[src/rtl/riscv_pkg.sv]
// Shared decode types: control record, opcode enum, immediate/ALU selectors
// and the FIFO entry carried from decode to execute.
package riscv_pkg;

  localparam int XLEN = 32;

  typedef enum logic [6:0] {
    LOAD   = 7'b0000011,
    STORE  = 7'b0100011,
    BRANCH = 7'b1100011,
    I_TYPE = 7'b0010011,
    R_TYPE = 7'b0110011,
    JALR   = 7'b1100111,
    LUI    = 7'b0110111,
    AUIPC  = 7'b0010111,
    JAL    = 7'b1101111
  } opcode_e;

  localparam logic [2:0] IMM_I     = 3'b000;
  localparam logic [2:0] IMM_S     = 3'b001;
  localparam logic [2:0] IMM_B     = 3'b010;
  localparam logic [2:0] IMM_J     = 3'b011;
  localparam logic [2:0] IMM_U     = 3'b100;
  localparam logic [2:0] IMM_SHAMT = 3'b101;

  localparam logic [1:0] ALU_ADD    = 2'b00;
  localparam logic [1:0] ALU_BRANCH = 2'b01;
  localparam logic [1:0] ALU_FUNCT  = 2'b10;
  localparam logic [1:0] ALU_MULDIV = 2'b11;

  typedef struct packed {
    logic [3:0] reg_w;
    logic [2:0] imm_src;
    logic       alu_src;
    logic [3:0] mem_w;
    logic [1:0] result_src;
    logic       branch;
    logic [1:0] alu_op;
    logic       jump;
    logic       pc_update;
    logic       lui;
    logic       auipc;
  } cntrl_sigs_t;

  typedef struct packed {
    cntrl_sigs_t     ctrl;
    logic [4:0]      rd;
    logic [4:0]      rs1;
    logic [4:0]      rs2;
    logic [2:0]      funct3;
    logic [6:0]      funct7;
    logic [XLEN-1:0] pc;
    logic            illegal;
  } dec_entry_t;

endpackage

[src/rtl/decode_fifo.sv]
// Generic synchronous FIFO; pointers carry one extra wrap bit so full/empty
// fall out of a pointer compare. DEPTH must be a power of two.
module decode_fifo #(
  parameter type T     = logic,
  parameter int  DEPTH = 2
) (
  input  logic clk,
  input  logic rst,
  input  logic flush,
  input  logic push,
  input  T     wdata,
  input  logic pop,
  output T     rdata,
  output logic full,
  output logic empty
);

  localparam int AW = $clog2(DEPTH);

  logic [AW:0] wptr;
  logic [AW:0] rptr;
  T            mem [DEPTH];

  assign empty = (wptr == rptr);
  assign full  = (wptr[AW] != rptr[AW]) && (wptr[AW-1:0] == rptr[AW-1:0]);
  assign rdata = mem[rptr[AW-1:0]];

  always_ff @(posedge clk) begin
    if (rst || flush) begin
      wptr <= '0;
      rptr <= '0;
    end else begin
      if (push && !full)  wptr <= wptr + 1'b1;
      if (pop && !empty)  rptr <= rptr + 1'b1;
    end
  end

  // Storage needs no reset: an entry is only visible once wptr moves past it.
  always_ff @(posedge clk) begin
    if (push && !full && !flush) mem[wptr[AW-1:0]] <= wdata;
  end

endmodule

[src/rtl/decode_stage.sv]
// Registered, valid/ready instruction decode stage with output FIFO and a
// saturating illegal-instruction counter. DECODE_M_EXT_EN enables MUL/DIV decode.
module decode_stage #(
  parameter int XLEN       = riscv_pkg::XLEN,
  parameter int FIFO_DEPTH = 2,
  parameter int ILL_CNT_W  = 16
) (
  input  logic                   clk,
  input  logic                   rst,
  input  logic                   in_valid,
  output logic                   in_ready,
  input  logic [31:0]            in_instr,
  input  logic [XLEN-1:0]        in_pc,
  input  logic                   flush,
  output logic                   out_valid,
  input  logic                   out_ready,
  output riscv_pkg::cntrl_sigs_t out_ctrl,
  output logic [4:0]             out_rd,
  output logic [4:0]             out_rs1,
  output logic [4:0]             out_rs2,
  output logic [2:0]             out_funct3,
  output logic [6:0]             out_funct7,
  output logic [XLEN-1:0]        out_pc,
  output logic                   out_illegal,
  output logic [ILL_CNT_W-1:0]   ill_count
);

  import riscv_pkg::*;

  // Handshake: a transfer happens on a rising edge where valid && ready;
  // ready never depends on the same-cycle valid of the partner.
  logic        full;
  logic        empty;
  logic        push;
  logic        pop;
  logic        legal;
  logic        shift;
  cntrl_sigs_t ctrl;
  dec_entry_t  dec;
  dec_entry_t  head;
  dec_entry_t  head_view;

  wire [6:0] opcode = in_instr[6:0];
  wire [2:0] f3     = in_instr[14:12];
  wire [6:0] f7     = in_instr[31:25];

  assign in_ready  = !full && !flush;
  assign push      = in_valid && in_ready;
  assign out_valid = !empty;
  assign pop       = out_valid && out_ready;

  always_comb begin
    ctrl  = '0;
    legal = 1'b1;
    shift = (f3 == 3'b001) || (f3 == 3'b101);
    case (opcode)
      LOAD: begin
        ctrl.reg_w      = {f3, 1'b1};
        ctrl.imm_src    = IMM_I;
        ctrl.alu_src    = 1'b1;
        ctrl.mem_w      = {f3, 1'b0};
        ctrl.result_src = 2'b01;
      end
      STORE: begin
        ctrl.reg_w   = {f3, 1'b0};
        ctrl.imm_src = IMM_S;
        ctrl.alu_src = 1'b1;
        ctrl.mem_w   = {f3, 1'b1};
      end
      R_TYPE: begin
        ctrl.reg_w  = 4'b0101;
        ctrl.alu_op = ALU_FUNCT;
        if (f7 == 7'b0000001) begin
`ifdef DECODE_M_EXT_EN
          ctrl.alu_op = ALU_MULDIV;
`else
          legal = 1'b0;
`endif
        end else if (!((f7 == 7'b0000000) ||
                       (f7 == 7'b0100000 && (f3 == 3'b000 || f3 == 3'b101)))) begin
          legal = 1'b0;
        end
      end
      I_TYPE: begin
        ctrl.reg_w   = 4'b0101;
        ctrl.imm_src = shift ? IMM_SHAMT : IMM_I;
        ctrl.alu_src = 1'b1;
        ctrl.alu_op  = ALU_FUNCT;
        // SLLI takes only funct7=0; SRLI/SRAI share f3=101 and differ in bit 30.
        if (shift && !((f7 == 7'b0000000) || (f3 == 3'b101 && f7 == 7'b0100000)))
          legal = 1'b0;
      end
      BRANCH: begin
        ctrl.imm_src = IMM_B;
        ctrl.branch  = 1'b1;
        ctrl.alu_op  = ALU_BRANCH;
      end
      LUI: begin
        ctrl.reg_w   = 4'b0101;
        ctrl.imm_src = IMM_U;
        ctrl.lui     = 1'b1;
      end
      AUIPC: begin
        ctrl.reg_w   = 4'b0101;
        ctrl.imm_src = IMM_U;
        ctrl.auipc   = 1'b1;
      end
      JAL: begin
        ctrl.reg_w      = 4'b0101;
        ctrl.imm_src    = IMM_J;
        ctrl.result_src = 2'b10;
        ctrl.jump       = 1'b1;
      end
      JALR: begin
        ctrl.reg_w      = 4'b0101;
        ctrl.imm_src    = IMM_I;
        ctrl.alu_src    = 1'b1;
        ctrl.result_src = 2'b10;
        ctrl.jump       = 1'b1;
        ctrl.pc_update  = 1'b1;
        if (f3 != 3'b000) legal = 1'b0;
      end
      default: legal = 1'b0;
    endcase
  end

  always_comb begin
    dec         = '0;
    dec.ctrl    = legal ? ctrl : '0;
    dec.rd      = in_instr[11:7];
    dec.rs1     = in_instr[19:15];
    dec.rs2     = in_instr[24:20];
    dec.funct3  = f3;
    dec.funct7  = f7;
    dec.pc      = in_pc;
    dec.illegal = !legal;
  end

  decode_fifo #(
    .T     (dec_entry_t),
    .DEPTH (FIFO_DEPTH)
  ) u_fifo (
    .clk   (clk),
    .rst   (rst),
    .flush (flush),
    .push  (push),
    .wdata (dec),
    .pop   (pop),
    .rdata (head),
    .full  (full),
    .empty (empty)
  );

  // Present zeros when nothing is buffered so reset shows a clean record.
  assign head_view   = empty ? '0 : head;
  assign out_ctrl    = head_view.ctrl;
  assign out_rd      = head_view.rd;
  assign out_rs1     = head_view.rs1;
  assign out_rs2     = head_view.rs2;
  assign out_funct3  = head_view.funct3;
  assign out_funct7  = head_view.funct7;
  assign out_pc      = head_view.pc;
  assign out_illegal = head_view.illegal;

  always_ff @(posedge clk) begin
    if (rst) begin
      ill_count <= '0;
    end else if (push && dec.illegal && (ill_count != '1)) begin
      ill_count <= ill_count + 1'b1;
    end
  end

endmodule

[config.mk]
export PLATFORM = sky130hd
export DESIGN_NAME = decode_stage
export DESIGN_NICKNAME = d
export VERILOG_FILES = /design/src/rtl/riscv_pkg.sv /design/src/rtl/decode_fifo.sv /design/src/rtl/decode_stage.sv
export SDC_FILE = /design/constraint.sdc
export NUM_CORES = 1
export LEC_CHECK = 0
export CAP_MARGIN = 20
export CELL_PAD_IN_SITES_DETAIL_PLACEMENT = 0
export CELL_PAD_IN_SITES_GLOBAL_PLACEMENT = 2
export CORE_ASPECT_RATIO = 0.5
export CORE_UTILIZATION = 37
export CTS_CLUSTER_SIZE = 12
export DETAILED_ROUTE_END_ITERATION = 8
export MAX_ROUTING_LAYER = met4
export PLACE_DENSITY = 0.87
export REMOVE_ABC_BUFFERS = 1
export SETUP_SLACK_MARGIN = 0.15
export SYNTH_ARGS = -nofsm -noshare
export SYNTH_HDL_FRONTEND = slang
export SYNTH_SLANG_ARGS = --single-unit
[constraint.sdc]
create_clock -name clk -period 10 [get_ports clk]
set_clock_uncertainty 0.2 [all_clocks]
set_input_delay 1.5 -clock clk [delete_from_list [all_inputs] [get_ports clk]]
set_output_delay 1.5 -clock clk [all_outputs]
set_load 0.05 [all_outputs]
==> flow_summary.ini, run 1 <==
[run_status]
outcome = finished, final reports clean

[global_route]
grt_overflow_total = 0
grt_pass1_wl_um = 23700
grt_pass1_vias = 4502
antenna_found_initial = 0
grt_max_degree = 78
grtUsageTotal_pct = 15.4

[setup_path]
r2r_slack_ns = 7.20
worst_path_largest_cell_delay_ns = 0.74
ff2ff_path_depth = 4
crit_path_end_kind = output port
crit_chain = xor2_1 -> nor2_4 -> buf_4 -> nor2_1 -> clkdlybuf4s50_1
critPathSlowestCell = nor2_4
worstPathMaxFanout = 45
startpoint_type = register
r2r-start = u_fifo.wptr[0]$_SDFFE_PP0P_
required_ns = 8.30
cp-startpoint = u_fifo.wptr[0]$_SDFFE_PP0P_
cp.arrival_ns = 3.22
r2r-end = u_fifo.mem[0][29]$_DFFE_PP_
worstSetupEndpoint = out_rd[4]
worstSetupPathType = register to output port

[floorplanning]
dieHeight_um = 102
die_area_um2 = 20700
die_width_um = 203
ioPinCount = 166
start_util_pct = 38.0
core_um2 = 19600
rows = 36

[clock_tree]
ctsHoldBuffers = 0
cts_buffers = 17
h-tree-depth = 4
clock_latency_ns = 0.42
clkTransAtPathRegs_ns = 0.06
cts_resized = 0
cts-root-buf = clkbuf_16
cts_setup_buffers = 0
cts_buffer_depth = 2
tritoncts = done
cts.sinks = 179

[logic_synthesis]
yosysSeqAreaShare_pct = 69.3
synth_area_leaders = edfxtp_1 (64%), mux2i_1 (11%), dfxtp_1 (5.6%)
async_reset_ff_share_pct = 0
synth-main-ff-cell = edfxtp_1
yosysTopAreaCell = edfxtp_1
synth.cell_area_um2 = 7450
ys_types = 47
synth_area_per_cell_um2 = 14.2
syn_inst = 526
synth_edf_count = 158
synth.top_cell.area_share_pct = 63.7
ys_ff_latch = 179
yosys_warnings = 0

[place]
post-dp-hpwl_um = 9910
port_buffers = 165
placed_cell_area_um2 = 9370
dp_cells = 934
gp_congestion = 0.733

[timing]
setup_viol = 0
relSlewSlack_pct = 34.5
tns_ns = 0
hold_viol = 0
drv_slew = 0
worst_pin_slew_ns = 0.983
max_freq_mhz = 203
rsz0062_at_grt = false
fin_crit_sh_pct = 49.2
layout_min_cycle_time_ns = 4.92

[route]
vias = 4646
vias_per_cell = 4.80
wl_um = 15500
first_iter_violations = 170
wl_per_cell_um = 16.0
post-route-drc-count = 0
drtAntennaViolNets = 0
drt_first_pass_iters = 4

[finish]
nets = 759
drive_above_1_share_pct = 7.83
layout_commonest_cell = clkdlybuf4s50_1
area_growth_pct = 34.7
stdcell_count = 968
antenna_cells = 0
fill_cells = 1663
fin_util_pct = 51.2
stdcell_area_um2 = 10000
layout_common_cells = clkdlybuf4s50_1 (165), edfxtp_1 (158), nor2_1 (100), mux2i_1 (79), dfxtp_1 (20)

[flow_run]
cap_violations = 0

[hold_path]
min_path_type = register to register

[power_and_ir_drop]
power_mw = 1.65
powerDensity_nw_per_um2 = 165
ir_drop_mv = 0.0933
leakage_nw = 3.28
==> cells by family after synthesis <==
kind of cell / Yosys count / synth area share [%]
AO/OA/AOI/OAI: 25 / 2.49
flip-flops: 179 / 69.3
buffers and inverters: 32 / 1.85
AND/OR/NAND/NOR: 189 / 12.7
multiplexers: 91 / 12.4
adder cells (fa/ha/maj): 1 / 0.168
XOR/XNOR: 9 / 1.06
==> power breakdown <==
group          switching, mW  internal (mW)
Clock                  0.285          0.398
Sequential           0.00507          0.828
Combinational         0.0826         0.0550
Total                  0.373           1.28
==> registers in the layout (all words and copies together) (netlist names), named ones only <==
name and flops:
u_fifo.mem 158, ill_count 16, u_fifo.rptr 2, u_fifo.wptr 2
==> per-stage QoR <==
stage	hold WS, ns	setup WS [ns]
6_report	0.352	5.08
5_1_grt	0.380	4.83
4_1_cts	0.354	4.95
3_5_place_dp	0.343	5.28
3_3_place_gp	0.334	5.30
2_1_floorplan	0.353	4.18
==> worst min-delay path by stage <==
| stage | cells past startpoint | startpoint | to |
|---|---|---|---|
| final | 2 | ill_count[6]$_SDFFE_PP0P_ | ill_count[6]$_SDFFE_PP0P_ |
| after global routing | 2 | ill_count[1]$_SDFFE_PP0P_ | ill_count[1]$_SDFFE_PP0P_ |
| after CTS | 2 | ill_count[1]$_SDFFE_PP0P_ | ill_count[1]$_SDFFE_PP0P_ |
| after detailed placement | 2 | ill_count[1]$_SDFFE_PP0P_ | ill_count[1]$_SDFFE_PP0P_ |
| after global placement | 2 | ill_count[1]$_SDFFE_PP0P_ | ill_count[1]$_SDFFE_PP0P_ |
| after floorplan | 2 | u_fifo.wptr[1]$_SDFFE_PP0P_ | u_fifo.wptr[1]$_SDFFE_PP0P_ |
==> Yosys cell counts (7+ instances only) <==
cell / number
edfxtp_1: 158
nor2_1: 103
mux2i_1: 79
dfxtp_1: 21
clkbuf_1: 18
nor2b_1: 14
nor4_1: 11
nand3_1: 10
nand2_1: 9
and3_1: 8
a21oi_1: 7
mux2_2: 7
==> worst max-delay path: cells and delay by family (launching register included) <==
family	cells	cell delay, ns
flops	1	0.45
buf+inv	2	1.30
simple gates	2	0.86
xor+xnor	1	0.16
==> layer usage <==
layer | up-vias | routed length [um] | global-route usage (%)
met3 | 14 | 530 | 3.41
met5 | - | 0 | -
met2 | 80 | 7940 | 27.2
met1 | 2268 | 6850 | 17.5
met4 | 0 | 198 | 5.49
li1 | 2284 | - | -
==> layout make-up <==
class / count / area [um^2] / share of cell area [%]
clock inverters: 14 / 178 / 1.77
repair buffers: 171 / 1740 / 17.3
well taps: 266 / 333 / 3.32
flip-flops and latches: 179 / 5170 / 51.5
clock buffers: 18 / 429 / 4.28
multi-input cells: 315 / 2170 / 21.6
inverters: 5 / 18.8 / 0.187
(Power assumes the default switching activity.)
==> run 2: changes to the inputs <==
--- a/config.mk
+++ b/config.mk
@@ -9,11 +9,11 @@
 export CELL_PAD_IN_SITES_DETAIL_PLACEMENT = 0
 export CELL_PAD_IN_SITES_GLOBAL_PLACEMENT = 2
 export CORE_ASPECT_RATIO = 0.5
-export CORE_UTILIZATION = 37
+export CORE_UTILIZATION = 31
 export CTS_CLUSTER_SIZE = 12
 export DETAILED_ROUTE_END_ITERATION = 8
 export MAX_ROUTING_LAYER = met4
-export PLACE_DENSITY = 0.87
+export PLACE_DENSITY = 0.78
 export REMOVE_ABC_BUFFERS = 1
 export SETUP_SLACK_MARGIN = 0.15
 export SYNTH_ARGS = -nofsm -noshare
==> constraint.sdc (replaced) <==
create_clock -name clk -period 4 [get_ports clk]
set_clock_uncertainty 0.2 [all_clocks]
set_input_delay 0.6 -clock clk [delete_from_list [all_inputs] [get_ports clk]]
set_output_delay 0.6 -clock clk [all_outputs]
set_load 0.05 [all_outputs]
==> run 2 against run 1 <==
  * Sequential cell count unchanged
  * Non-clock buffer count grew 3
  * Clock-buffer cell count fell by 1
  * Cell area grew 0.56%
  * Highest routed layer unchanged
  * Total power grew 140%
  * Critical path type unchanged
==> flow_summary.ini, run 2 (synthesis gave the netlist of run 1 again) <==
[finish]
nets = 763
antenna_cells = 0
layout_commonest_cell = clkdlybuf4s50_1
layout_common_cells = clkdlybuf4s50_1 (165), edfxtp_1 (158), nor2_1 (100), mux2i_1 (79), dfxtp_1 (20)
fill_cells = 2146
drive_above_1_share_pct = 8.37
area_growth_pct = 35.4
largest_reg_flops = 158

[floorplanning]
rows = 39
core_um2 = 23200
start_util_pct = 32.1
ioPinCount = 166
die_area_um2 = 24700
die_width_um = 221
dieHeight_um = 112

[place]
gp_congestion = 0.718
dp_slack_ns = 0.684
post-dp-hpwl_um = 11000
port_buffers = 165

[global_route]
grt_overflow_total = 0
grtUsageTotal_pct = 14.3
grt_max_degree = 80
met2_usage_pct = 24.7
grt_pass1_vias = 4590
use_met1_pct = 16.3
antenna_found_initial = 0
busiest_layer = met2
grt_pass1_wl_um = 25900
grtUsageMet3_pct = 3.77

[clock_tree]
clkTransAtPathRegs_ns = 0.07
cts_buffers = 17
cts-root-buf = clkbuf_16
h-tree-depth = 4
clock_latency_ns = 0.43
cts.sinks = 179
cts_buffer_depth = 2
tritoncts = done
cts_setup_buffers = 0

[setup_path]
r2r_slack_ns = 1.51
startpoint_type = register
worstPathMaxFanout = 30
cp.arrival_ns = 2.73
worstSetupPathType = register to output port
crit_path_end_kind = output port
required_ns = 3.20

[hold_path]
min_path_type = register to register

[timing]
worst_slack_ns = 0.468
layout_min_cycle_time_ns = 3.53
rsz0062_at_grt = false
hold_viol = 0
relSlewSlack_pct = 54.3
tns_ns = 0
fin_crit_sh_pct = 88.3
max_freq_mhz = 283
worst_pin_slew_ns = 0.685
drv_slew = 0
setup_viol = 0

[route]
wl_um = 16900
drt_first_pass_iters = 4
vias_per_cell = 4.60
post-route-drc-count = 0
vias = 4657
first_iter_violations = 210
wl_per_cell_um = 16.7
drtAntennaViolNets = 0

[power_and_ir_drop]
ir_drop_mv = 0.221
powerDensity_nw_per_um2 = 395
leakage_nw = 3.26

[flow_run]
cap_violations = 0

[run_status]
outcome = finished, final reports clean
run 2: per-stage QoR:
stage / area, um^2 / hold slack (ns) / power, mW / std cells / util (%)
detailed placement: 9500 / 0.340 / 2.48 / 979 / 41.0
global route: 10100 / 0.388 / 4.13 / 1012 / 43.5
global placement: 9500 / 0.332 / 2.47 / 979 / 41.0
CTS: 10000 / 0.353 / 4.03 / 1010 / 43.3
finish: 10100 / 0.346 / 3.98 / 1012 / 43.5
floorplan: 7330 / 0.353 / 2.31 / 499 / -
run 2: final cells by class:
| class | count | area (um^2) | area share [%] |
|---|---|---|---|
| Tap cell | 307 | 384 | 3.81 |
| Clock inverter | 14 | 113 | 1.12 |
| Timing Repair Buffer | 174 | 1790 | 17.7 |
| Clock buffer | 17 | 425 | 4.22 |
| Sequential cell | 179 | 5170 | 51.2 |
| Multi-Input combinational cell | 316 | 2190 | 21.7 |
| Inverter | 5 | 18.8 | 0.186 |
run 2: power breakdown:
part | switching [mW] | internal [mW]
combinational | 0.210 | 0.141
clock | 0.700 | 0.847
sequential | 0.0134 | 2.07
run 2: path summary, 6_finish.rpt:
path / cells past startpoint / startpoint / end
hold reg to reg: 2 / ill_count[6]$_SDFFE_PP0P_ / ill_count[6]$_SDFFE_PP0P_
hold / removal: 2 / ill_count[6]$_SDFFE_PP0P_ / ill_count[6]$_SDFFE_PP0P_
setup reg to reg: 5 / u_fifo.wptr[0]$_SDFFE_PP0P_ / ill_count[4]$_SDFFE_PP0P_
setup / recovery: 5 / u_fifo.wptr[0]$_SDFFE_PP0P_ / out_rd[1]
run 2: repair_timing:
action,4_1_cts,5_1_grt
gates resized for setup,0,2
hold buffers,0,0
endpoints found under the hold margin,0,0
setup endpoints to repair,0,36
run 2: layer usage:
layer	part of all wire, %	up-vias
li1	-	2287
met1	43	2290
met2	53	68
met3	2.5	12
met4	1.0	0
met5	0	-
run 2: worst max-delay path, cell delays in order (launching register included):
cell and delay, ns:
dfxtp_1 0.49, xor2_2 0.37, nor2_4 0.16, buf_4 0.27, nor2_1 0.16, clkdlybuf4s50_1 0.81
